===== src/rtl/conv_tile_loader_if.sv =====
// Stream, buffer-write and compute-handshake bundle for conv_tile_loader.
// Ports: stream (s_data/s_valid/s_ready), in_fm and weight bank write ports,
// load/compute control (conv_load_start, conv_computing_start/done),
// status (busy, tile_done). slave = loader side, master = environment side.
interface conv_tile_loader_if #(
    parameter int AW = 16,
    parameter int DW = 32,
    parameter int Tn = 16,
    parameter int Tm = 16
);
    logic          conv_load_start;
    logic [DW-1:0] s_data;
    logic          s_valid;
    logic          s_ready;
    logic [Tm-1:0] in_fm_wr_ena;
    logic [AW-1:0] in_fm_wr_addr;
    logic [DW-1:0] in_fm_wr_data;
    logic [Tn-1:0] weight_wr_ena;
    logic [AW-1:0] weight_wr_addr;
    logic [DW-1:0] weight_wr_data;
    logic          conv_computing_start;
    logic          conv_computing_done;
    logic          busy;
    logic          tile_done;

    modport slave (
        input  conv_load_start, s_data, s_valid, conv_computing_done,
        output s_ready,
        output in_fm_wr_ena, in_fm_wr_addr, in_fm_wr_data,
        output weight_wr_ena, weight_wr_addr, weight_wr_data,
        output conv_computing_start, busy, tile_done
    );

    modport master (
        output conv_load_start, s_data, s_valid, conv_computing_done,
        input  s_ready,
        input  in_fm_wr_ena, in_fm_wr_addr, in_fm_wr_data,
        input  weight_wr_ena, weight_wr_addr, weight_wr_data,
        input  conv_computing_start, busy, tile_done
    );
endinterface


===== src/rtl/conv_tile_loader.sv =====
// Loads one tile of input feature map then weights from a single stream
// into banked buffers, then requests compute and reports tile completion.
// Ports: clk, rst (async, active-high), bus (conv_tile_loader_if.slave).
module conv_tile_loader #(
    parameter int AW = 16,
    parameter int DW = 32,
    parameter int Tn = 16,
    parameter int Tm = 16,
    parameter int Tr = 64,
    parameter int Tc = 16,
    parameter int K  = 3
) (
    input  logic              clk,
    input  logic              rst,
    conv_tile_loader_if.slave bus
);
    localparam int BMAX     = (Tm > Tn) ? Tm : Tn;
    localparam int BW       = (BMAX > 1) ? $clog2(BMAX) : 1;
    localparam int IN_WORDS = Tr * Tc;
    localparam int WT_WORDS = Tm * K * K;

    localparam logic [AW-1:0] IN_LAST    = AW'(IN_WORDS - 1);
    localparam logic [AW-1:0] WT_LAST    = AW'(WT_WORDS - 1);
    localparam logic [BW-1:0] IN_BANK_LS = BW'(Tm - 1);
    localparam logic [BW-1:0] WT_BANK_LS = BW'(Tn - 1);

    generate
        if ((longint'(IN_WORDS) - 1) >= (longint'(1) << AW) ||
            (longint'(WT_WORDS) - 1) >= (longint'(1) << AW)) begin : g_aw_check
            $error("conv_tile_loader: AW too narrow for tile addresses");
        end
    endgenerate

    typedef enum logic [2:0] {
        IDLE,
        LOAD_IN,
        LOAD_WT,
        ISSUE,
        WAIT_DONE
    } state_t;

    state_t        state;
    state_t        state_nx;
    logic          load_q;
    logic [BW-1:0] bank;
    logic [BW-1:0] bank_nx;
    logic [AW-1:0] addr;
    logic [AW-1:0] addr_nx;
    logic          accept;
    logic          start_rise;

    logic [Tm-1:0] in_ena_r;
    logic [AW-1:0] in_addr_r;
    logic [DW-1:0] in_data_r;
    logic [Tn-1:0] wt_ena_r;
    logic [AW-1:0] wt_addr_r;
    logic [DW-1:0] wt_data_r;
    logic          comp_start_r;
    logic          tile_done_r;

    assign bus.s_ready = (state == LOAD_IN) || (state == LOAD_WT);
    assign bus.busy    = (state != IDLE);
    assign accept      = bus.s_valid && bus.s_ready;
    assign start_rise  = bus.conv_load_start && !load_q;

    always_comb begin
        state_nx = state;
        bank_nx  = bank;
        addr_nx  = addr;
        unique case (state)
            IDLE: begin
                if (start_rise) state_nx = LOAD_IN;
            end
            LOAD_IN: begin
                if (accept) begin
                    if (addr == IN_LAST) begin
                        addr_nx = '0;
                        if (bank == IN_BANK_LS) begin
                            bank_nx  = '0;
                            state_nx = LOAD_WT;
                        end else begin
                            bank_nx = bank + BW'(1);
                        end
                    end else begin
                        addr_nx = addr + AW'(1);
                    end
                end
            end
            LOAD_WT: begin
                if (accept) begin
                    if (addr == WT_LAST) begin
                        addr_nx = '0;
                        if (bank == WT_BANK_LS) begin
                            bank_nx  = '0;
                            state_nx = ISSUE;
                        end else begin
                            bank_nx = bank + BW'(1);
                        end
                    end else begin
                        addr_nx = addr + AW'(1);
                    end
                end
            end
            // Lets the final weight write retire before compute is requested.
            ISSUE: state_nx = WAIT_DONE;
            WAIT_DONE: begin
                if (bus.conv_computing_done) begin
                    state_nx = IDLE;
                    bank_nx  = '0;
                    addr_nx  = '0;
                end
            end
            default: begin
                state_nx = IDLE;
                bank_nx  = '0;
                addr_nx  = '0;
            end
        endcase
    end

    always_ff @(posedge clk or posedge rst) begin
        if (rst) begin
            state  <= IDLE;
            load_q <= 1'b0;
            bank   <= '0;
            addr   <= '0;
        end else begin
            state  <= state_nx;
            load_q <= bus.conv_load_start;
            bank   <= bank_nx;
            addr   <= addr_nx;
        end
    end

    // Write ports are registered: one strobe cycle per accepted beat.
    always_ff @(posedge clk or posedge rst) begin
        if (rst) begin
            in_ena_r     <= '0;
            in_addr_r    <= '0;
            in_data_r    <= '0;
            wt_ena_r     <= '0;
            wt_addr_r    <= '0;
            wt_data_r    <= '0;
            comp_start_r <= 1'b0;
            tile_done_r  <= 1'b0;
        end else begin
            in_ena_r <= '0;
            wt_ena_r <= '0;
            if (accept && state == LOAD_IN) begin
                in_ena_r  <= Tm'(1) << bank;
                in_addr_r <= addr;
                in_data_r <= bus.s_data;
            end
            if (accept && state == LOAD_WT) begin
                wt_ena_r  <= Tn'(1) << bank;
                wt_addr_r <= addr;
                wt_data_r <= bus.s_data;
            end
            comp_start_r <= (state == WAIT_DONE) && !bus.conv_computing_done;
            tile_done_r  <= (state == WAIT_DONE) && bus.conv_computing_done;
        end
    end

    assign bus.in_fm_wr_ena         = in_ena_r;
    assign bus.in_fm_wr_addr        = in_addr_r;
    assign bus.in_fm_wr_data        = in_data_r;
    assign bus.weight_wr_ena        = wt_ena_r;
    assign bus.weight_wr_addr       = wt_addr_r;
    assign bus.weight_wr_data       = wt_data_r;
    assign bus.conv_computing_start = comp_start_r;
    assign bus.tile_done            = tile_done_r;
endmodule


===== src/flat_wrapper.sv =====
// flat-port wrapper written by rule: the top's interface ports become plain ports
module conv_tile_loader_flat 
#(
    parameter int AW = 16,
    parameter int DW = 32,
    parameter int Tn = 16,
    parameter int Tm = 16,
    parameter int Tr = 64,
    parameter int Tc = 16,
    parameter int K  = 3
)
  (clk, rst, bus_conv_load_start, bus_s_data, bus_s_valid, bus_conv_computing_done, bus_s_ready, bus_in_fm_wr_ena, bus_in_fm_wr_addr, bus_in_fm_wr_data, bus_weight_wr_ena, bus_weight_wr_addr, bus_weight_wr_data, bus_conv_computing_start, bus_busy, bus_tile_done);
  conv_tile_loader_if #(.AW(AW), .DW(DW), .Tn(Tn), .Tm(Tm)) bus_i ();
  input  logic clk;
  input  logic rst;
  input wire logic [$bits(bus_i.conv_load_start)-1:0] bus_conv_load_start;
  input wire logic [$bits(bus_i.s_data)-1:0] bus_s_data;
  input wire logic [$bits(bus_i.s_valid)-1:0] bus_s_valid;
  input wire logic [$bits(bus_i.conv_computing_done)-1:0] bus_conv_computing_done;
  output wire logic [$bits(bus_i.s_ready)-1:0] bus_s_ready;
  output wire logic [$bits(bus_i.in_fm_wr_ena)-1:0] bus_in_fm_wr_ena;
  output wire logic [$bits(bus_i.in_fm_wr_addr)-1:0] bus_in_fm_wr_addr;
  output wire logic [$bits(bus_i.in_fm_wr_data)-1:0] bus_in_fm_wr_data;
  output wire logic [$bits(bus_i.weight_wr_ena)-1:0] bus_weight_wr_ena;
  output wire logic [$bits(bus_i.weight_wr_addr)-1:0] bus_weight_wr_addr;
  output wire logic [$bits(bus_i.weight_wr_data)-1:0] bus_weight_wr_data;
  output wire logic [$bits(bus_i.conv_computing_start)-1:0] bus_conv_computing_start;
  output wire logic [$bits(bus_i.busy)-1:0] bus_busy;
  output wire logic [$bits(bus_i.tile_done)-1:0] bus_tile_done;
  assign bus_i.conv_load_start = bus_conv_load_start;
  assign bus_i.s_data = bus_s_data;
  assign bus_i.s_valid = bus_s_valid;
  assign bus_i.conv_computing_done = bus_conv_computing_done;
  assign bus_s_ready = bus_i.s_ready;
  assign bus_in_fm_wr_ena = bus_i.in_fm_wr_ena;
  assign bus_in_fm_wr_addr = bus_i.in_fm_wr_addr;
  assign bus_in_fm_wr_data = bus_i.in_fm_wr_data;
  assign bus_weight_wr_ena = bus_i.weight_wr_ena;
  assign bus_weight_wr_addr = bus_i.weight_wr_addr;
  assign bus_weight_wr_data = bus_i.weight_wr_data;
  assign bus_conv_computing_start = bus_i.conv_computing_start;
  assign bus_busy = bus_i.busy;
  assign bus_tile_done = bus_i.tile_done;
  conv_tile_loader #(.AW(AW), .DW(DW), .Tn(Tn), .Tm(Tm), .Tr(Tr), .Tc(Tc), .K(K)) u_core (.clk(clk), .rst(rst), .bus(bus_i));
endmodule

===== config.mk =====
export PLATFORM = sky130hd
export DESIGN_NAME = conv_tile_loader_flat
export DESIGN_NICKNAME = d
export VERILOG_FILES = /design/src/rtl/conv_tile_loader_if.sv /design/src/rtl/conv_tile_loader.sv /design/src/flat_wrapper.sv
export SDC_FILE = /design/constraint.sdc
export NUM_CORES = 1
export LEC_CHECK = 0
export CAP_MARGIN = 10
export CORE_MARGIN = 2
export CORE_UTILIZATION = 40
export CTS_CLUSTER_DIAMETER = 200
export DETAILED_ROUTE_END_ITERATION = 10
export GPL_TIMING_DRIVEN = 0
export PLACE_DENSITY = 0.68
export SYNTH_ARGS = -nofsm -noshare
export SYNTH_HDL_FRONTEND = slang
export SYNTH_SLANG_ARGS = --single-unit

===== constraint.sdc =====
create_clock -name clk -period 13 [get_ports clk]
set_clock_uncertainty 0.15 [all_clocks]
set_input_delay 2.6 -clock clk [delete_from_list [all_inputs] [get_ports clk]]
set_output_delay 2.6 -clock clk [all_outputs]
set_load 0.02 [all_outputs]

==> impl_metrics.env <==
export IMPL_row_count=45
export IMPL_final_common_cell="nand2_1"
export IMPL_antenna_found_initial=0
export IMPL_max_cap_viol_count=0
export IMPL_track_usage=0.192
export IMPL_overflow=0
export IMPL_post_cts_buffers=0
export IMPL_post_drt_wl_per_cell_um=15.3
export IMPL_rsz0062_at_grt="false"
export IMPL_setup_tns_ns=0
export IMPL_io_pins=169
export IMPL_slew_headroom=0.556
export IMPL_setup_viol=0
export IMPL_max_freq_ghz=0.200
export IMPL_final_area_um2=8640
export IMPL_drive_above_1_share=0.0917
export IMPL_dieArea_um2=16300
export IMPL_status="finished, final reports clean"
export IMPL_crit_start="u_core.state[0]"
export IMPL_worst_slew_pin_slew_ns=0.665
export IMPL_r2r_slack_ns=10.18
export IMPL_syn_to_final_growth_pct=41.6
export IMPL_grt_pass1_wl_um=24700
export IMPL_fin_crit_ns=4.99
export IMPL_synth_yosys_seq_area_share=0.632
export IMPL_avgViaCountPerCell=4.91
export IMPL_syn_area_per_cell_um2=10.2
export IMPL_criticalPathCategory="reg2out"
export IMPL_start_kind="flip-flop"
export IMPL_cts_root_buf="clkbuf_16"
export IMPL_start_util=0.406
export IMPL_end_kind="output port"
export IMPL_ctsLongestPathBuffers=2
export IMPL_syn_inst=596
export IMPL_r2r_start="u_core.addr[0]"
export IMPL_synth_area_um2=6100
export IMPL_clkTransAtPathRegs_ns=0.06
export IMPL_vias=4827
export IMPL_finalWirelength_um=15100
export IMPL_power_density_nw_per_um2=236
export IMPL_core_area_um2=15000
export IMPL_htree_levels=4
export IMPL_hold_viol_final=0
export IMPL_crit_arrival_ns=2.24
export IMPL_placed_area_um2=8050
export IMPL_vdd_ir_drop_max_mv=0.112
export IMPL_p_leak_nw=4.05
export IMPL_crit_fanout=10
export IMPL_synth_top_cell_area_share=0.632
export IMPL_drc=0
export IMPL_die_height_um=128
export IMPL_post_cts_resized=0
export IMPL_fill_cells=1273
export IMPL_clk_latency_ns=0.41
export IMPL_grt_start_max_net_pins=101
export IMPL_drt_pass1_iter_count=5
export IMPL_synth_cell_type_count=38
export IMPL_rr_worst_depth=7
export IMPL_diodes=0
export IMPL_fp_dieW_um=128
export IMPL_final_cell_mix="235 x nand2_1, 168 x clkdlybuf4s50_1, 154 x dfrtp_1"
export IMPL_yosys_area_top_type="dfrtp_1"
export IMPL_detailed_place_hpwl_um=10800
export IMPL_grt_pass1_vias=4957
export IMPL_antenna_left=0
export IMPL_drt_iter0_drc=363
export IMPL_ys_warn_count=0
export IMPL_layout_nets=828
export IMPL_cts_hold_buf=0
export IMPL_required_ns=10.25
export IMPL_endpoint="bus_s_ready"
export IMPL_cts_sinks=154
export IMPL_reg2reg_to="u_core.addr[14]"
export IMPL_period_share=0.384
export IMPL_drv_slew=0
export IMPL_synth_top_cells_by_area="dfrtp_1 63%, nand2_1 14%, mux2_2 6.3%, nor2_1 1.8%, clkbuf_1 1.5%"
export IMPL_io_buffers=168
export IMPL_place_congestion=0.773
export IMPL_hold_class="reg2reg"
export IMPL_ys_ff_latch=154
export IMPL_cts_made_buffers=17
export IMPL_cts_tree="done"
export IMPL_synth_nets=640
==> logic make-up (layout without fill, tap and decap cells) <==
group	Yosys count	after routing	synth area share
and+or+nand+nor	311	311	0.210
DFF	154	154	0.632
AOI/OAI and AO/OA	42	42	0.0439
buffers and inverters	42	242	0.0265
muxes	39	39	0.0726
adders and majority gates	7	7	0.0144
xor gates and xnor gates	1	1	0.00144
==> Yosys cell counts, drive strengths merged <==
cell type	n
a21boi	1
and2	2
a21oi	6
ha	7
dfrtp	154
or3	2
and4	1
mux2	36
a31o	1
o211ai	6
nor2	30
nand3	3
or4	3
o21ai	15
a31oi	2
and3	12
o21bai	1
nand4	5
o22ai	2
o311ai	2
nor3b	2
nand2	235
nor3	14
o41a	1
xnor2	1
nor4	2
o21a	2
buf	7
a211o	1
o221ai	1
o31ai	1
inv	10
mux2i	3
clkbuf	25
==> area by class of cell <==
type / count / area, µm² / area share
plain buffers: 32 / 124 / 0.0143
clock buffers: 24 / 502 / 0.0581
clock inverters: 7 / 88.8 / 0.0103
inverters: 10 / 42.5 / 0.00492
multi-input cells: 400 / 2090 / 0.241
flip-flops and latches: 154 / 3850 / 0.446
well taps: 188 / 235 / 0.0272
repair buffers: 169 / 1710 / 0.198
==> worst min path at each step <==
stage | slack (ns) | to | cells past startpoint | startpoint
floorplan | 0.35 | u_core.bus.in_fm_wr_addr[1] | 2 | u_core.addr[1]
global placement | 0.31 | u_core.bus.in_fm_wr_data[3] | 2 | u_core.bus.in_fm_wr_data[3]
detailed placement | 0.31 | u_core.bus.in_fm_wr_data[18] | 2 | u_core.bus.in_fm_wr_data[18]
CTS | 0.33 | u_core.bus.in_fm_wr_data[18] | 2 | u_core.bus.in_fm_wr_data[18]
global route | 0.34 | u_core.bus.in_fm_wr_data[8] | 2 | u_core.bus.in_fm_wr_data[8]
finish | 0.32 | u_core.bus.in_fm_wr_data[22] | 2 | u_core.bus.in_fm_wr_data[22]
==> layer usage <==
metal / up-vias / global-route usage / part of all wire
li1: 2321 / - / -
met5: - / 0 / 0
met1: 2339 / 0.252 / 0.44
met3: 23 / 0.0528 / 0.055
met4: 0 / 0.0698 / 0.019
met2: 144 / 0.309 / 0.49
==> critical path: stages, from the launching register on <==
cell and delay (ns):
dfrtp_1 0.32, clkbuf_1 0.31, xnor2_1 0.12, nor2_1 0.37, clkdlybuf4s50_1 0.71
==> flip-flops by register name, summed over array words and instances, names as in the netlist <==
| name | cells |
|---|---|
| u_core.addr | 16 |
| u_core.bus.conv_computing_start | 1 |
| u_core.bus.tile_done | 1 |
| u_core.load_q | 1 |
| u_core.bus.weight_wr_addr | 16 |
| u_core.bus.weight_wr_ena | 16 |
| u_core.bank | 4 |
| u_core.state | 3 |
| u_core.bus.in_fm_wr_ena | 16 |
| u_core.bus.in_fm_wr_data | 32 |
| u_core.bus.weight_wr_data | 32 |
| u_core.bus.in_fm_wr_addr | 16 |
==> where the power goes <==
part           leakage (nW)  switching, mW  internal (mW)
Clock                 0.296          0.183          0.306
Sequential             2.02         0.0851          0.623
Combinational          1.74          0.468          0.375
==> per-stage QoR <==
| stage | hold slack, ns | utilization | worst slack, ns | total power, mW | cells |
|---|---|---|---|---|---|
| after global placement | 0.308 | 0.533 | 4.24 | 1.54 | 952 |
| after CTS | 0.326 | 0.575 | 7.93 | 2.07 | 984 |
| final | 0.323 | 0.575 | 8.01 | 2.04 | 984 |
| after detailed placement | 0.312 | 0.535 | 8.05 | 1.57 | 953 |
| after floorplan | 0.350 | - | 6.10 | 1.18 | 596 |
| after global routing | 0.339 | 0.575 | 7.81 | 2.16 | 984 |
No activity file was read; power rests on OpenSTA's default activity.
